## src/rtl/piso_serial_tx.sv

```systemverilog
// Parallel-in/serial-out transmitter: accepts a WIDTH-bit word on a valid/ready
// handshake and streams it one bit per accepted beat, flagging the final bit.
module piso_serial_tx #(
    parameter int unsigned WIDTH     = 8,
    parameter bit          MSB_FIRST = 1'b0
) (
    input  logic             clk,
    input  logic             rstn,
    input  logic [WIDTH-1:0] data_in,
    input  logic             data_valid,
    output logic             data_ready,
    output logic             ser_out,
    output logic             ser_valid,
    output logic             ser_last,
    input  logic             ser_ready,
    output logic             busy
);

    localparam int unsigned      CNT_W    = (WIDTH > 1) ? $clog2(WIDTH) : 1;
    localparam logic [CNT_W-1:0] CNT_LAST = CNT_W'(WIDTH - 1);

    typedef enum logic {
        IDLE  = 1'b0,
        SHIFT = 1'b1
    } state_t;

    state_t           state;
    state_t           state_d;
    logic [WIDTH-1:0] sr;
    logic [WIDTH-1:0] sr_d;
    logic [CNT_W-1:0] cnt;
    logic [CNT_W-1:0] cnt_d;
    logic             ready_int;
    logic             accept;
    logic             beat;
    logic             out_bit_d;

    // A new word may enter while idle, or on the edge that retires the last bit.
    assign ready_int  = (state == IDLE) | ((state == SHIFT) & ser_last & ser_ready);
    assign data_ready = rstn & ready_int;
    assign accept     = data_valid & ready_int;
    assign beat       = ser_valid & ser_ready;

    always_comb begin
        state_d = state;
        sr_d    = sr;
        cnt_d   = cnt;
        case (state)
            IDLE: begin
                if (accept) begin
                    sr_d    = data_in;
                    cnt_d   = '0;
                    state_d = SHIFT;
                end
            end
            SHIFT: begin
                if (beat) begin
                    if (ser_last) begin
                        cnt_d = '0;
                        if (accept) begin
                            sr_d = data_in;
                        end else begin
                            state_d = IDLE;
                        end
                    end else begin
                        sr_d  = MSB_FIRST ? (sr << 1) : (sr >> 1);
                        cnt_d = cnt + CNT_W'(1);
                    end
                end
            end
            default: state_d = IDLE;
        endcase
        out_bit_d = MSB_FIRST ? sr_d[WIDTH-1] : sr_d[0];
    end

    // Serial outputs are registered from the next-state values so they line up with SR/CNT.
    always_ff @(posedge clk or negedge rstn) begin
        if (!rstn) begin
            state     <= IDLE;
            sr        <= '0;
            cnt       <= '0;
            ser_out   <= 1'b0;
            ser_valid <= 1'b0;
            ser_last  <= 1'b0;
            busy      <= 1'b0;
        end else begin
            state     <= state_d;
            sr        <= sr_d;
            cnt       <= cnt_d;
            ser_valid <= (state_d == SHIFT);
            busy      <= (state_d == SHIFT);
            ser_last  <= (state_d == SHIFT) && (cnt_d == CNT_LAST);
            ser_out   <= (state_d == SHIFT) && out_bit_d;
        end
    end

endmodule

```

## config.mk

```make
export PLATFORM = sky130hd
export DESIGN_NAME = piso_serial_tx
export DESIGN_NICKNAME = d
export VERILOG_FILES = /design/src/rtl/piso_serial_tx.sv
export SDC_FILE = /design/constraint.sdc
export NUM_CORES = 1
export LEC_CHECK = 0
export CORE_UTILIZATION = 54
export CTS_BUF_LIST = sky130_fd_sc_hd__clkbuf_2
export CTS_CLUSTER_DIAMETER = 30
export DETAILED_ROUTE_END_ITERATION = 6
export PLACE_DENSITY = 0.92
export SETUP_SLACK_MARGIN = 0.02
export SLEW_MARGIN = 20
export SYNTH_ARGS = -nofsm -noshare
export SYNTH_HDL_FRONTEND = slang
export SYNTH_SLANG_ARGS = --single-unit
```

## constraint.sdc

```tcl
create_clock -name clk -period 2.1 [get_ports clk]
set_clock_uncertainty 0.2 [all_clocks]
set_input_delay 0.315 -clock clk [delete_from_list [all_inputs] [get_ports clk]]
set_output_delay 0.315 -clock clk [all_outputs]
set_load 0.02 [all_outputs]
```

# Yosys cells after proc, flatten, opt, wreduce, memory -nomap -nowiden
# Cells that the tools add are included.
# Widths: inputs -> output; s select.
dict set report totals {
  wordCells 30
  register_bits 14
  in_bits 12
  output_inout_bits 5
}
dict set report op_classes {
  n_mux 12
  eq_ne 2
  add_sub_neg 1
  bitwise 7
  reduce_logical 2
}
# operator n
set ops {}
lappend ops {{$mux 8} 3}
lappend ops {{$pmux 8 s2} 1}
lappend ops {{$mux 3} 3}
lappend ops {{$pmux 3 s2} 1}
lappend ops {{$and 1x1->1} 5}
lappend ops {{$add 3x1->3 const B} 1}
lappend ops {{$eq 3x3->1 const B} 1}
lappend ops {{$mux 1} 3}
lappend ops {{$logic_and 1x1->1} 2}
lappend ops {{$ne 2x1->1 const B} 1}
lappend ops {{$pmux 1 s2} 1}
lappend ops {{$not 1->1} 1}
lappend ops {{$or 1x1->1} 1}

# Depth between registers and ports, before layout
# Gate-level depths: netlist of the first run.
dict set report logic_depth {
  depth_word 9
  mapped_depth 5
  mapped_depth_nobuf 5
}

# Least setup slack after synthesis of the first run
# No wires, ideal clock.
dict set report synth_timing {
  path_type {reg-to-output}
  start {reg state}
  end {out data_ready}
  path_stages_with_launch 3
  setup_slack_ns 0.523
  arrival_time_ns 1.062
  required_ns 1.585
  path_buffers 0
  cell_sequence {dfrtp_1 > a21boi_4 > and2b_2}
}
dict set report synth_via {
  elab_chain_cells 4
  word_cells_on_any_way 5
  classes_between {5 x bitwise}
}
# item line_no
set synth_lines {}
lappend synth_lines {{start, declared} 27} ;# state_t state;
lappend synth_lines {{start signal, assigned} 87} ;# state <= state_d;
lappend synth_lines {{$and 1x1->1 (2 in series)} 39} ;# assign ready_int = (state == IDLE) | ((state == SHIFT) & ser_last & ser_ready);
lappend synth_lines {{$or 1x1->1 *} 39}
lappend synth_lines {{$and 1x1->1 *} 40} ;# assign data_ready = rstn & ready_int;
lappend synth_lines {{end, declared} 11} ;# output logic data_ready,
# Every way passes the cells marked *; elsewhere a longest branch is shown, timed or not.

# Worst setup path in the final report of the first run
dict set report layout_timing {
  start {in ser_ready}
  end {out data_ready}
}
dict set report layout_via {
  elab_chain_cells 3
}
# item line_no
set layout_lines {}
lappend layout_lines {{start, declared} 15} ;# input logic ser_ready,
lappend layout_lines {{$and 1x1->1} 39}
lappend layout_lines {{$or 1x1->1} 39}
lappend layout_lines {{$and 1x1->1} 40}
# No other way between the ends.

==> impl_metrics.csv, run 1 <==
group,metric,value,unit
pwr,p_per_area,1100,nW/um^2
floorplan,initial_core_util,0.623,
clocking,clk_latency,0.29,ns
timing,holdWs,0.144,ns
pwr,sequentialPowerShare,0.416,
timing,hold_viol,0,
critical_path,max_stage_delay,0.47,ns
timing,tightestPinTransition,0.315,ns
clocking,holdBufCountCts,0,
flow_run,drv_cap,0,
finish,drive_gt1_frac,0.231,
finish,num-nets-final,106,
floorplan,row_count,12,
grt,gr-total-overflow,0,
drt,dr_wl_met3,96,microns
drt,maxUsedRoutingLayer,"met4",
drt,drt_first_pass_iters,4,
yosys,synth-seq-area-share,0.474,
critical_path,critPathKind,"input pin to primary output",
critical_path,worst-path-max-fanout,2,
pwr,combPwrFrac,0.463,
yosys,synthTopCellsByCount,"nand2_1 (20), dfrtp_1 (14), a22oi_2 (6), o21ai_0 (6)",
timing,setup_viol,0,
pwr,clockPowerShare,0.121,
yosys,synth-main-ff-cell,"dfrtp_1",
placed_design,dpl_cell_area,931,sq um
yosys,netlist_top_cells_area,"dfrtp_1 (47%), a22oi_2 (10%), nand2_1 (10%)",
drt,drc_errors,0,
yosys,synth-edff-count,0,
pwr,leakagePower,0.000463,uW
finish,n_antenna_cell,0,
yosys,yosysWarnings,0,
pwr,p_total,1040,uW
critical_path,path_buf_inv,2,
drt,via_per_inst,5.67,
timing,max_freq,499,MHz
yosys,synth_top_area_cell,"dfrtp_1",
critical_path,crit_slowest_cell,"clkdlybuf4s50_1",
grt,grt_max_degree,15,
drt,met2_wirelength,775,microns
finish,area_delta_synth_final,27.7,%
yosys,synth.net_count,83,
pwr,ir_worst_vdd,0.742,mV
floorplan,core,1190,sq um
drt,ant_nets,0,
timing,rsz0062_at_grt,"no",
clocking,cts.sinks,14,
critical_path,crit_family,"buffers and inverters",
clocking,numCtsBuffers,3,
yosys,synth_cells,70,
clocking,cts_resized,1,
drt,drt-total-wl,1580,microns
floorplan,die_y,39.0,microns
floorplan,dieArea,1520,sq um
placed_design,place.gp.congestion,0.838,
yosys,synthArstFlopShare,1.00,
grt,grt_pass1_wl,2460,microns
finish,design_area,945,sq um
yosys,synth.avg_cell_area,10.6,sq um
timing,slew_viol_final,0,
pwr,p_switching,395,uW
critical_path,worstPathRequired,1.58,ns
grt,antenna_found_initial,0,
clocking,cts_tree,"yes",
drt,vias,595,
hold_path,min_path_type,"input pin to asynchronous set/reset pin",
grt,first_global_vias,555,
yosys,yosysTopAreaCellShare,0.474,
pwr,p_sw_frac,0.380,
yosys,synth_area,739,sq um
timing,maxSlewHeadroom,0.790,
clocking,clk_pin_slew_worst_paths,0.13,ns
critical_path,arrival,1.49,ns
grt,grt.total_usage,0.253,
clocking,cts_root_buffer,"clkbuf_2",
yosys,synth_most_common_cell,"nand2_1",
timing,period_share,0.955,
critical_path,setup.worst_path.start_class,"input pin",
clocking,cts_htree_levels,1,
drt,drt-met1-wl,677,microns
pwr,p_int,645,uW
yosys,ys_seq_elements,14,
timing,timing.final.crit_period,2.01,ns
critical_path,crit_chain,"clkdlybuf4s50_1 -> a21boi_4 -> and2b_2 -> dlygate4sd2_1",
floorplan,num_io_pins,17,
yosys,synth.distinct_cells,23,
drt,wl_per_cell,15.0,microns
drt,drt_iter0_markers,34,
placed_design,dp_hpwl,1140,microns
clocking,clk_path_buf_depth,2,
floorplan,die_x,39.0,microns
critical_path,crit_path_end_kind,"primary output",
clocking,post_cts_buffers,0,
status,status,"finished clean",
placed_design,io_buffers,16,
-- through the flow --
stage / setup TNS [ns] / utilization / cells / setup WS [ns]
after floorplan: 0 / - / 70 / 0.523
after global placement: -0.116 / 0.785 / 102 / -0.116
after detailed placement: -0.137 / 0.785 / 102 / -0.137
after CTS: 0 / 0.796 / 105 / 0.0904
after global routing: 0 / 0.796 / 105 / 0.0499
final: 0 / 0.796 / 105 / 0.0940
-- cells in the final DEF, fill, tap and decap left out, drive strengths merged --
cell / count
and2b: 3
nor2: 1
nand3b: 2
clkbuf: 3
nor2b: 3
buf: 5
inv: 2
o21bai: 1
and3b: 2
or2: 1
ha: 1
a21boi: 1
o21ai: 6
mux2i: 1
nand4bb: 1
nand2: 20
and2: 1
o22a: 1
clkdlybuf4s50: 15
a22oi: 6
dfrtp: 14
dlygate4sd2: 1
-- per-layer routing --
layer | GRT usage | vias up
met5 | 0 | -
met3 | 0.0520 | 3
met1 | 0.321 | 285
met4 | 0.103 | 0
li1 | - | 279
met2 | 0.417 | 28
-- registers in the layout (all words and copies together), names as in the netlist --
| name | flops |
|---|---|
| sr | 8 |
| state | 1 |
| ser_last | 1 |
| ser_out | 1 |
| cnt | 3 |
-- kinds of logic after synthesis --
group	count (synthesis)	share of synthesized area
DFF	14	0.474
AOI/OAI and AO/OA	15	0.205
buffers and inverters	5	0.0423
and+or+nand+nor	34	0.249
muxes	1	0.0135
adders and majority gates	1	0.0169
-- worst reg2reg max path: cells and delay by family, from the launching register on --
| family | cells | cell delay, ns |
|---|---|---|
| and+or+nand+nor | 2 | 0.12 |
| buffers and inverters | 2 | 0.31 |
| DFF | 1 | 0.48 |
| AOI/OAI and AO/OA | 2 | 0.37 |
-- path summary, 6_finish.rpt --
path | startpoint | end | slack, ns | cells past startpoint
max | ser_ready | data_ready | 0.09 | 4
min | rstn | state | 0.14 | 2
max reg2reg | ser_last | sr[4] | 0.53 | 6
min reg2reg | sr[6] | sr[5] | 0.31 | 2
max in group asynchronous | rstn | sr[7] | 1.39 | 2
min in group clk | sr[6] | sr[5] | 0.31 | 2
-- power by group through the flow --
stage | clock network, uW | registers [uW] | logic (uW)
after floorplan | 0 | 445 | 306
after global placement | 0 | 428 | 455
after detailed placement | 0 | 435 | 480
after CTS | 128 | 429 | 480
after global routing | 135 | 443 | 531
final | 126 | 433 | 481
-- cell type report --
| class | instances | area [sq um] |
|---|---|---|
| sequential | 14 | 350 |
| tap | 14 | 17.5 |
| multi-input combinational | 51 | 358 |
| clock buffer | 3 | 15.0 |
| inverter | 2 | 7.51 |
| fill | 81 | 241 |
| timing repair buffer | 21 | 196 |
No activity file was read; power rests on OpenSTA's default activity.
==> inputs of run 2 (changes only) <==
Settings changed: REMOVE_ABC_BUFFERS from default to 1, SKIP_LAST_GASP from default to 1.
==> run 2 against run 1 <==
Compared with the run above:
- die area unchanged
- sequential share of layout area decreased by 0.29 points
- critical endpoint unchanged
- routed wire length decreased by 0.95%
- global-route usage about the same
- critical path type unchanged
- core utilization increased by 0.63 points
- clock power about the same
- maximum frequency decreased by 1.8%
- via count decreased by 2.2%
- register-to-register slack got worse by 0.02 ns
- count of clock-buffer cells in the layout unchanged
- sequential power decreased by 1%
==> impl_metrics.csv, run 2 (synthesis results as in run 1) <==
group,metric,value,unit
timing,hold_viol,0,
finish,largest_reg_flops,8,
pwr,p_per_area,1110,nW/um^2
placed_design,io_buffers,16,
finish,num-nets-final,107,
floorplan,num_io_pins,17,
drt,vias,582,
critical_path,path_buf_inv,2,
clocking,cts_root_buffer,"clkbuf_2",
critical_path,setup.worst_path.start_class,"input pin",
clocking,clk_pin_slew_worst_paths,0.13,ns
timing,timing.final.crit_period,2.04,ns
floorplan,initial_core_util,0.623,
finish,final_cell_mix,"nand2_1 (20), clkdlybuf4s50_1 (15), dfrtp_1 (14)",
critical_path,reg2reg_to,"sr[5]",
critical_path,critPathLaunch,"ser_ready",
grt,antenna_found_initial,0,
grt,first_global_vias,547,
clocking,clk_path_buf_depth,2,
drt,wl_per_cell,14.7,microns
timing,maxSlewHeadroom,0.796,
finish,area_delta_synth_final,28.8,%
drt,drc_errors,0,
grt,grt.total_usage,0.253,
clocking,post_cts_buffers,0,
critical_path,crit_family,"buffers and inverters",
drt,ant_nets,0,
critical_path,worst-path-max-fanout,2,
clocking,clk_latency,0.28,ns
finish,drive_gt1_frac,0.239,
clocking,numCtsBuffers,3,
critical_path,worstPathRequired,1.58,ns
pwr,ir_worst_vdd,0.784,mV
critical_path,reg2reg_depth,5,
drt,drt-total-wl,1560,microns
critical_path,endpoint,"data_ready",
clocking,cts.sinks,14,
timing,max_freq,490,MHz
finish,fillers,73,
placed_design,dp_hpwl,1260,microns
finish,top_regs,"sr (8), cnt (3)",
placed_design,place_inst,103,
finish,final_common_cell,"nand2_1",
floorplan,core,1190,sq um
critical_path,max_stage_delay,0.47,ns
drt,drt_iter0_markers,5,
clocking,cts_htree_levels,1,
critical_path,critical_path_depth,4,
clocking,cts_tree,"yes",
status,status,"finished clean",
critical_path,critPathKind,"input pin to primary output",
timing,rsz0062_at_grt,"no",
floorplan,row_count,12,
finish,post-route-util,0.803,
timing,setup_viol,0,
critical_path,arrival,1.53,ns
hold_path,min_path_type,"input pin to asynchronous set/reset pin",
timing,slew_viol_final,0,
finish,regMostFlops,"sr",
critical_path,crit_slowest_cell,"clkdlybuf4s50_1",
critical_path,reg2reg_from,"ser_last",
floorplan,die_y,39.0,microns
drt,drt_first_pass_iters,2,
grt,grt_pass1_wl,2400,microns
finish,finalNonFillerCells,106,
timing,tightestPinTransition,0.305,ns
placed_design,place.gp.congestion,0.760,
drt,via_per_inst,5.49,
pwr,p_total,1060,uW
grt,grt_max_degree,15,
timing,period_share,0.973,
critical_path,crit_chain,"clkdlybuf4s50_1 -> a21boi_4 -> and2b_2 -> dlygate4sd2_1",
critical_path,r2r_slack,0.51,ns
timing,holdWs,0.174,ns
floorplan,die_x,39.0,microns
grt,gr-total-overflow,0,
critical_path,crit_path_end_kind,"primary output",
pwr,leakagePower,0.000468,uW
finish,n_antenna_cell,0,
flow_run,drv_cap,0,
floorplan,dieArea,1520,sq um
==> run 2: cell count changes in the layout (fill, tap and decap cells not counted), sizes merged <==
cell and change:
buf +1
==> run 2: layout make-up <==
cell class / count / area [sq um] / area share
tap: 14 / 17.5 / 0.0184
inverter: 2 / 7.51 / 0.00788
multi-input combinational: 51 / 358 / 0.376
clock buffer: 3 / 15.0 / 0.0158
timing repair buffer: 22 / 204 / 0.214
sequential: 14 / 350 / 0.368
==> run 2: metrics by stage <==
stage	TNS (ns)	area [sq um]	setup slack (ns)
2_1_floorplan	0	716	0.399
3_3_place_gp	-0.139	938	-0.139
3_5_place_dp	-0.160	938	-0.160
4_1_cts	0	952	0.0547
5_1_grt	0	952	0.0349
6_report	0	952	0.0577
==> run 2: worst min path at each step <==
stage | start | end | slack [ns] | cells past startpoint
detailed placement | sr[7] | sr[6] | 0.28 | 2
global route | rstn | sr[0] | 0.18 | 2
floorplan | rstn | cnt[0] | -0.18 | 0
finish | rstn | ser_out | 0.17 | 2
CTS | rstn | sr[0] | 0.18 | 2
global placement | sr[7] | sr[6] | 0.25 | 2
==> run 2: routing by layer <==
layer  routed length, microns  up-vias  track usage  part of all wire
met4                       25        0        0.129             0.016
met3                       47        4       0.0520             0.030
met1                      705      281        0.297              0.45
met5                        0        -            0                 0
met2                      784       13        0.429              0.50
li1                         -      284            -                 -
==> run 2: where the power goes <==
group / total, uW / switching, uW / internal [uW] / leakage (uW)
Sequential: 428 / 66.2 / 361 / 0.000179
Clock: 124 / 85.3 / 38.9 / 0.0000125
Combinational: 504 / 248 / 256 / 0.000277
==> run 2: repair_timing <==
action | in CTS | in global routing
hold buffers | 0 | 0
endpoints found under the setup margin | 1 | 0
gates resized for setup | 1 | 0
==> run 2: worst register-to-register path, cell delays in order, from the launching register on <==
cell and delay (ns):
dfrtp_1 0.43, buf_4 0.16, and2b_4 0.27, and2_0 0.30
nand2_1 0.10, nand2_1 0.07
==> inputs of run 3 (changes only) <==
Settings changed: ABC_AREA from default to 1, PLACE_DENSITY 0.92 to 0.93.
==> run 3 against run 2 <==
Compared with the run above:
- maximum frequency rose by 1.6%
- routed wire length fell by 7.7%
- worst setup slack improved by 0.032 ns
- die area fell by 1.9%
- critical path depth fell by 2
- worst hold slack got worse by 0.0055 ns
- highest routed layer unchanged
- cell count rose by 22%
- critical endpoint is now ser_valid
- combinational power barely moved
- critical path type is now flop to primary output
- sequential power rose by 5.6%
- flip-flop and latch count did not move
- count of clock-buffer cells in the layout did not move
==> impl_metrics.csv, run 3 <==
group,metric,value,unit
finish,final_cell_mix,"nand2_1 (32), nand3_1 (15), dfrtp_1 (14), clkdlybuf4s50_1 (14), inv_1 (11)",
yosys,synth-seq-area-share,0.484,
critical_path,max_stage_delay,0.61,ns
drt,vias,687,
grt,first_global_vias,579,
timing,holdWs,0.168,ns
clocking,numCtsBuffers,3,
grt,grt.total_usage,0.240,
floorplan,die_y,38.6,microns
critical_path,crit_path_end_kind,"primary output",
yosys,yosysWarnings,0,
yosys,synth_cells,92,
floorplan,num_io_pins,17,
drt,drt-total-wl,1440,microns
finish,drive_gt1_frac,0.157,
clocking,cts.sinks,14,
flow_run,drv_cap,0,
placed_design,place.gp.congestion,0.888,
yosys,synthArstFlopShare,1.00,
critical_path,path_buf_inv,2,
timing,hold_viol,0,
critical_path,worstPathRequired,1.58,ns
yosys,synth.avg_cell_area,7.87,sq um
yosys,synth.distinct_cells,17,
pwr,ir_worst_vdd,0.863,mV
finish,largest_reg_flops,8,
critical_path,critPathKind,"flop to primary output",
finish,final_common_cell,"nand2_1",
drt,wl_per_cell,11.2,microns
floorplan,die_x,38.6,microns
clocking,holdBufCountCts,0,
yosys,synth-main-ff-cell,"dfrtp_1",
placed_design,io_buffers,16,
pwr,p_per_area,1160,nW/um^2
clocking,clk_path_buf_depth,2,
finish,design_area,945,sq um
clocking,cts_tree,"yes",
yosys,ys_seq_elements,14,
yosys,yosysTopAreaCellShare,0.484,
finish,n_antenna_cell,0,
critical_path,r2r_slack,0.71,ns
timing,period_share,0.957,
floorplan,dieArea,1490,sq um
drt,via_per_inst,5.33,
clocking,cts_root_buffer,"clkbuf_2",
timing,slew_viol_final,0,
timing,maxSlewHeadroom,0.852,
timing,tns,0,ns
critical_path,reg2reg_to,"ser_last",
critical_path,arrival,1.50,ns
placed_design,dpl_cell_area,925,sq um
critical_path,worst-path-max-fanout,11,
yosys,synth_area,724,sq um
yosys,synthTopCellsByCount,"nand2_1 (32), nand3_1 (15), dfrtp_1 (14)",
status,status,"finished clean",
drt,drt_first_pass_iters,4,
grt,gr-total-overflow,0,
hold_path,min_path_type,"input pin to asynchronous set/reset pin",
timing,setup_viol,0,
critical_path,setup.worst_path.start_class,"flop",
finish,top_regs,"sr (8), cnt (3)",
drt,drc_errors,0,
placed_design,place_inst,125,
placed_design,dp_hpwl,1100,microns
timing,rsz0062_at_grt,"no",
critical_path,crit_chain,"buf_4 -> clkdlybuf4s50_1",
critical_path,reg2reg_from,"cnt[0]",
timing,tightestPinTransition,0.222,ns
yosys,synth_most_common_cell,"nand2_1",
drt,ant_nets,0,
drt,drt_iter0_markers,24,
floorplan,core,1170,sq um
finish,regMostFlops,"sr",
yosys,synth_top_area_cell,"dfrtp_1",
finish,finalNonFillerCells,129,
finish,num-nets-final,129,
grt,antenna_found_initial,0,
clocking,cts_htree_levels,1,
finish,area_delta_synth_final,30.4,%
finish,post-route-util,0.807,
yosys,netlist_top_cells_area,"dfrtp_1 (48%), nand2_1 (17%), nand3_1 (10%)",
critical_path,crit_slowest_cell,"clkdlybuf4s50_1",
clocking,clk_latency,0.29,ns
grt,grt_max_degree,15,
floorplan,row_count,12,
pwr,leakagePower,0.000518,uW
floorplan,initial_core_util,0.619,
timing,max_freq,497,MHz
grt,grt_pass1_wl,2400,microns
clocking,clk_pin_slew_worst_paths,0.15,ns
critical_path,reg2reg_depth,7,
critical_path,crit_family,"buffers and inverters",
finish,fillers,91,
timing,timing.final.crit_period,2.01,ns
yosys,synth-edff-count,0,
==> run 3: logic make-up after synthesis <==
family,count (synthesis),synth area share
compound gates,3,0.0207
fa+ha+maj,1,0.0173
buf+inv,16,0.0984
flops,14,0.484
simple gates,58,0.380
==> run 3: layout make-up <==
type	instances	area (sq um)	area share
sequential	14	350	0.371
inverter	14	56.3	0.0596
clock buffer	3	15.0	0.0159
multi-input combinational	62	303	0.321
timing repair buffer	21	199	0.211
clock inverter	1	3.75	0.00397
tap	14	17.5	0.0185
==> run 3: worst register-to-register path, cell delays in order (launching register included) <==
cell and delay, ns:
dfrtp_1 0.42, ha_1 0.30, nand2_1 0.06, nand2_1 0.06, nand3_1 0.09, nor2_1 0.11, nand2_1 0.06, inv_1 0.04
==> run 3: how the worst max path moves through the flow <==
stage                         start         end  slack, ns  depth (start not counted)
after floorplan               state  data_ready       0.44                          3
after global placement    ser_ready  data_ready      -0.07                          6
after detailed placement  ser_ready  data_ready      -0.08                          6
after CTS                     state        busy       0.08                          2
after global routing          state   ser_valid       0.03                          2
final                         state   ser_valid       0.09                          2
==> run 3: what timing repair did <==
action	4_1_cts	5_1_grt
resized for setup	1	1
endpoints found under the hold margin	0	0
endpoints found under the setup margin	1	1
setup buffers	0	0
==> run 3: stage by stage <==
step                      setup slack (ns)  power (uW)
after floorplan                      0.438         771
after global placement             -0.0710         939
after detailed placement           -0.0785         967
after CTS                           0.0788        1090
after global routing                0.0341        1180
final                               0.0895        1090
==> run 3: power breakdown <==
part | switching (uW) | internal [uW]
combinational | 289 | 217
sequential | 70.9 | 381
clock | 91.9 | 41.4
total | 452 | 639
==> run 3: routing by layer <==
layer / wire, microns / track usage
met1: 620 / 0.307
met2: 709 / 0.413
met3: 102 / 0.0520
met4: 10 / 0.0517
met5: 0 / 0
